File: src/rtl/match_req_dispatch.sv
// Issue side of the per-job-PE match protocol: accepts one request group of
// L lazy-match slots and spreads the strobed slots over C tagged channels.
module match_req_dispatch #(
  parameter int unsigned JOB_PE_IDX = 0,
  parameter int unsigned L          = 4,
  parameter int unsigned C          = 2,
  parameter int unsigned TAG_BITS   = 2,
  parameter int unsigned AW         = 16
) (
  input  logic                  clk,
  input  logic                  rst_n,
  input  logic                  job_req_valid,
  output logic                  job_req_ready,
  input  logic [L-1:0]          job_req_strb,
  input  logic [L*AW-1:0]       job_req_addr,
  output logic                  req_group_fire,
  output logic [L-1:0]          req_group_strb,
  output logic [C-1:0]          req_valid,
  input  logic [C-1:0]          req_ready,
  output logic [C*TAG_BITS-1:0] req_tag,
  output logic [C*AW-1:0]       req_addr,
  input  logic                  resp_group_fire
);

  typedef enum logic [1:0] {
    IDLE  = 2'd0,
    ISSUE = 2'd1,
    WAIT  = 2'd2
  } state_t;

  state_t              state, state_n;
  logic [L*AW-1:0]     addr_reg, addr_n;
  logic [L-1:0]        pend, pend_n, pool;
  logic [C-1:0]        ch_vld, vld_n;
  logic [TAG_BITS-1:0] ch_tag [C];
  logic [TAG_BITS-1:0] tag_n  [C];
  logic                accept_c;
  logic                found;

  assign job_req_ready  = (state == IDLE);
  assign accept_c       = job_req_valid & job_req_ready;
  assign req_group_fire = accept_c;
  assign req_group_strb = job_req_strb;
  assign req_valid      = ch_vld;

  // Each channel presents its held tag and the captured address of that slot
  always_comb begin
    req_tag  = '0;
    req_addr = '0;
    for (int j = 0; j < int'(C); j++) begin
      req_tag[j*TAG_BITS +: TAG_BITS] = ch_tag[j];
      req_addr[j*AW +: AW]            = addr_reg[int'(ch_tag[j])*AW +: AW];
    end
  end

  // Allocation and next state: free channels take the lowest pending slots
  always_comb begin
    state_n = state;
    addr_n  = addr_reg;
    vld_n   = ch_vld;
    tag_n   = ch_tag;
    pool    = accept_c ? job_req_strb : pend;
    found   = 1'b0;

    if (accept_c) addr_n = job_req_addr;

    for (int j = 0; j < int'(C); j++) begin
      if (!ch_vld[j] || req_ready[j]) begin
        vld_n[j] = 1'b0;
        found    = 1'b0;
        for (int i = 0; i < int'(L); i++) begin
          if (!found && pool[i]) begin
            found    = 1'b1;
            pool[i]  = 1'b0;
            vld_n[j] = 1'b1;
            tag_n[j] = TAG_BITS'(i);
          end
        end
      end
    end
    pend_n = pool;

    case (state)
      IDLE:    if (accept_c) state_n = (pend_n == '0 && vld_n == '0) ? WAIT : ISSUE;
      ISSUE:   if (pend_n == '0 && vld_n == '0) state_n = WAIT;
      WAIT:    if (resp_group_fire) state_n = IDLE;
      default: state_n = IDLE;
    endcase
  end

  always_ff @(posedge clk or negedge rst_n) begin
    if (!rst_n) begin
      state    <= IDLE;
      addr_reg <= '0;
      pend     <= '0;
      ch_vld   <= '0;
      for (int j = 0; j < int'(C); j++) ch_tag[j] <= '0;
    end else begin
      state    <= state_n;
      addr_reg <= addr_n;
      pend     <= pend_n;
      ch_vld   <= vld_n;
      for (int j = 0; j < int'(C); j++) ch_tag[j] <= tag_n[j];
    end
  end

`ifdef JOB_PE_DEBUG_LOG
  always @(posedge clk) begin
    if (rst_n) begin
      if (accept_c)
        $display("job_pe %0d: group accept strb=%b", JOB_PE_IDX, job_req_strb);
      for (int j = 0; j < int'(C); j++)
        if (req_valid[j] && req_ready[j])
          $display("job_pe %0d: ch%0d tag=%0d addr=%h", JOB_PE_IDX, j,
                   ch_tag[j], req_addr[j*AW +: AW]);
      if (resp_group_fire && state != WAIT)
        $display("job_pe %0d: protocol error, resp_group_fire outside WAIT", JOB_PE_IDX);
    end
  end
`endif

endmodule

File: config.mk
export PLATFORM = sky130hd
export DESIGN_NAME = match_req_dispatch
export DESIGN_NICKNAME = d
export VERILOG_FILES = /design/src/rtl/match_req_dispatch.sv
export SDC_FILE = /design/constraint.sdc
export NUM_CORES = 1
export LEC_CHECK = 0
export ABC_AREA = 1
export CORE_MARGIN = 8
export CORE_UTILIZATION = 30
export DETAILED_ROUTE_END_ITERATION = 6
export HOLD_SLACK_MARGIN = 0.02
export MAX_ROUTING_LAYER = met4
export PLACE_DENSITY_LB_ADDON = 0.15
export SETUP_SLACK_MARGIN = 0.3
export SYNTH_ARGS = -nofsm -noshare
export SYNTH_HDL_FRONTEND = slang
export SYNTH_SLANG_ARGS = --single-unit
File: constraint.sdc
create_clock -name clk -period 2.85 [get_ports clk]
set_input_delay 0.285 -clock clk [delete_from_list [all_inputs] [get_ports clk]]
set_output_delay 0.285 -clock clk [all_outputs]
set_load 0.005 [all_outputs]
==> flow_metrics.env <==
export IMPL_max_stage_delay_ps=560
export IMPL_synthesis_nets=611
export IMPL_synth_cells=537
export IMPL_ctsHoldBuffers=0
export IMPL_synth_seq_cells=76
export IMPL_grt_pass1_wl_um=21910
export IMPL_tightest_slew_ps=991.8
export IMPL_n_antenna_cell=0
export IMPL_drv_cap=0
export IMPL_ys_seq_area_frac=0.4845
export IMPL_drive_gt1_frac=0.06822
export IMPL_critPathCaptureType="output port"
export IMPL_ys_warn_count=0
export IMPL_max_slew_margin=0.3388
export IMPL_via_per_inst=4.862
export IMPL_cts_sinks=76
export IMPL_die_w_um=130.4
export IMPL_p_leak_nw=2.661
export IMPL_track_usage=0.1747
export IMPL_antenna_left=0
export IMPL_grt_ovfl_total=0
export IMPL_design_area_um2=5548
export IMPL_cp_required_ps=2570
export IMPL_wire_per_inst_um=16.92
export IMPL_antenna_found_initial=0
export IMPL_fin_skew_ps=8.587
export IMPL_dpl_cell_area_um2=5224
export IMPL_fin_crit_sh=0.8550
export IMPL_pwr_share_clk=0.183
export IMPL_r2r_slack_ps=1130
export IMPL_p_sw_frac=0.4028
export IMPL_hpwl_um=9681
export IMPL_num_vias=3972
export IMPL_netlist_area_um2=3925
export IMPL_synth_cell_types=22
export IMPL_die_area_um2=17000
export IMPL_slew_violations=0
export IMPL_cts_clk_slew_worst_paths_ps=60
export IMPL_timing_rr_end="addr_reg[50]"
export IMPL_period_needed_ps=2437
export IMPL_drtPass1Iterations=5
export IMPL_syn_area_per_cell_um2=7.309
export IMPL_io_buffers=117
export IMPL_drt_iter0_drc=305
export IMPL_pwr_share_comb=0.514
export IMPL_cp_slowest_cell="clkdlybuf4s50_1"
export IMPL_rsz0062_at_grt="false"
export IMPL_globalplace_congestion=0.8877
export IMPL_initial_core_util=0.3085
export IMPL_p_int_w=0.004009
export IMPL_nets=714
export IMPL_syn_to_final_growth_pct=41.35
export IMPL_seqPwrFrac=0.304
export IMPL_vdd_ir_drop_max_v=0.0005681
export IMPL_largest_reg_flops=64
export IMPL_grt_pass1_vias=4032
export IMPL_core_um2=12720
export IMPL_htree_levels=3
export IMPL_hold_class="in -> async"
export IMPL_io_pins=118
export IMPL_final_setup_viol_count=0
export IMPL_crit_fanout=17
export IMPL_cts_buffers_inserted=9
export IMPL_routed_wirelength_um=13820
export IMPL_timing_rr_start="state[1]"
export IMPL_cp_start_kind="register"
export IMPL_die_h_um=130.4
export IMPL_path_cells="inv_1, o21ai_0, o22ai_1, clkdlybuf4s50_1"
export IMPL_worstPathArrival_ps=2150
export IMPL_hold_violations=0
export IMPL_p_switching_w=0.002704
export IMPL_setup_tns_ps=0
export IMPL_clockRootBuffer="clkbuf_16"
export IMPL_row_count=41
export IMPL_remaining_drc_errors=0
export IMPL_cts_path_max_buffers=2
export IMPL_outcome="completed"
export IMPL_fmax_mhz=410.4
export IMPL_powerDensity_nw_per_um2=1210
export IMPL_grt_max_degree=77
export IMPL_reg2regPathDepth=6
export IMPL_clk_insertion_delay_late_ps=350
export IMPL_critical_path_class="reg -> out"
export IMPL_cts_tree="done"
==> worst max-delay path by stage <==
stage          startpoint           end  slack (ps)  cells past startpoint
2_1_floorplan    state[1]    req_tag[2]        1410                     12
3_3_place_gp   req_tag[2]  req_addr[16]         810                      5
3_5_place_dp   req_tag[2]  req_addr[20]         760                      5
4_1_cts        req_tag[2]  req_addr[20]         370                      5
5_1_grt        req_tag[3]  req_addr[23]         300                      4
6_report       req_tag[1]   req_addr[0]         410                      4
==> logic make-up after synthesis <==
group	count (synthesis)	synth area share
and+or+nand+nor	305	0.3153
DFF	76	0.4845
AOI/OAI and AO/OA	105	0.1450
buffers and inverters	51	0.05515
==> cells in the mapped netlist (all sizes together) <==
library cell,number,area (µm²)
a21oi,3,15.01
nor2,76,312.8
or3b,1,8.760
dfrtp,76,1902
inv,17,63.81
nor3,1,5.000
buf,18,92.59
nand2,222,870.8
nand3,3,27.53
o21a,1,7.510
o22ai,33,206.5
clkbuf,16,60.06
o21ai,68,340.3
nand4,2,12.51
==> per-stage QoR <==
stage / hold WS [ps] / util / setup slack [ps] / total power [W] / instances
final: 74.88 / 0.4361 / 413.4 / 0.006713 / 817
after detailed placement: 485.8 / 0.4106 / 763.4 / 0.005504 / 801
after global placement: 484.1 / 0.4106 / 813.3 / 0.005464 / 801
after floorplan: -10.59 / - / 1408 / 0.003684 / 537
after CTS: 151.8 / 0.4356 / 372.6 / 0.006786 / 817
after global routing: 177.9 / 0.4361 / 300.4 / 0.007246 / 817
==> worst max-delay path: cells and delay by family (launching register included) <==
family / cells / cell delay (ps)
AO/OA/AOI/OAI: 2 / 420
flip-flops: 1 / 380
buffers and inverters: 2 / 1000
==> layout make-up <==
cell class,count,area (µm²)
timing repair buffer,126,1240
tap,172,215.2
clock inverter,5,75.07
sequential,76,1904
inverter,17,63.81
multi-input combinational,410,1807
fill,1349,7174
clock buffer,11,242.7
==> per-layer routing <==
metal / routed length [µm] / vias up / part of all wire / global-route usage
met3: 960 / 20 / 0.069 / 0.04335
met5: 0 / - / 0 / -
met4: 293 / 0 / 0.021 / 0.07157
li1: - / 1928 / - / -
met1: 6490 / 1859 / 0.47 / 0.2277
met2: 6079 / 165 / 0.44 / 0.2550
==> cells in the final DEF, fill, tap and decap left out, types with 2 or more instances in the layout <==
master             n
nor2_2             2
a21oi_1            3
dfrtp_2            2
dfrtp_1           74
clkdlybuf4s50_1  116
nand3_1            2
nand2_1          213
nor2_4             3
clkbuf_16          9
buf_4              9
inv_1             16
bufinv_16          2
nand2_2            6
o21ai_0           65
nand4_1            2
clkinv_2           3
o21ai_1            3
o22ai_1           33
nand2_4            3
nor2_1            71
==> what timing repair did <==
item                                    in CTS  in global routing
setup buffers                                0                  0
endpoints found under the setup margin       0                  8
resized for setup                            0                  3
==> power groups by stage <==
stage	clock (W)	combinational, W	sequential, W
6_report	0.00123	0.00345	0.00204
3_5_place_dp	0	0.00347	0.00204
5_1_grt	0.00131	0.00382	0.00212
2_1_floorplan	0	0.00181	0.00188
3_3_place_gp	0	0.00343	0.00204
4_1_cts	0.00126	0.00349	0.00203
Power figures use the tool's default switching activity.
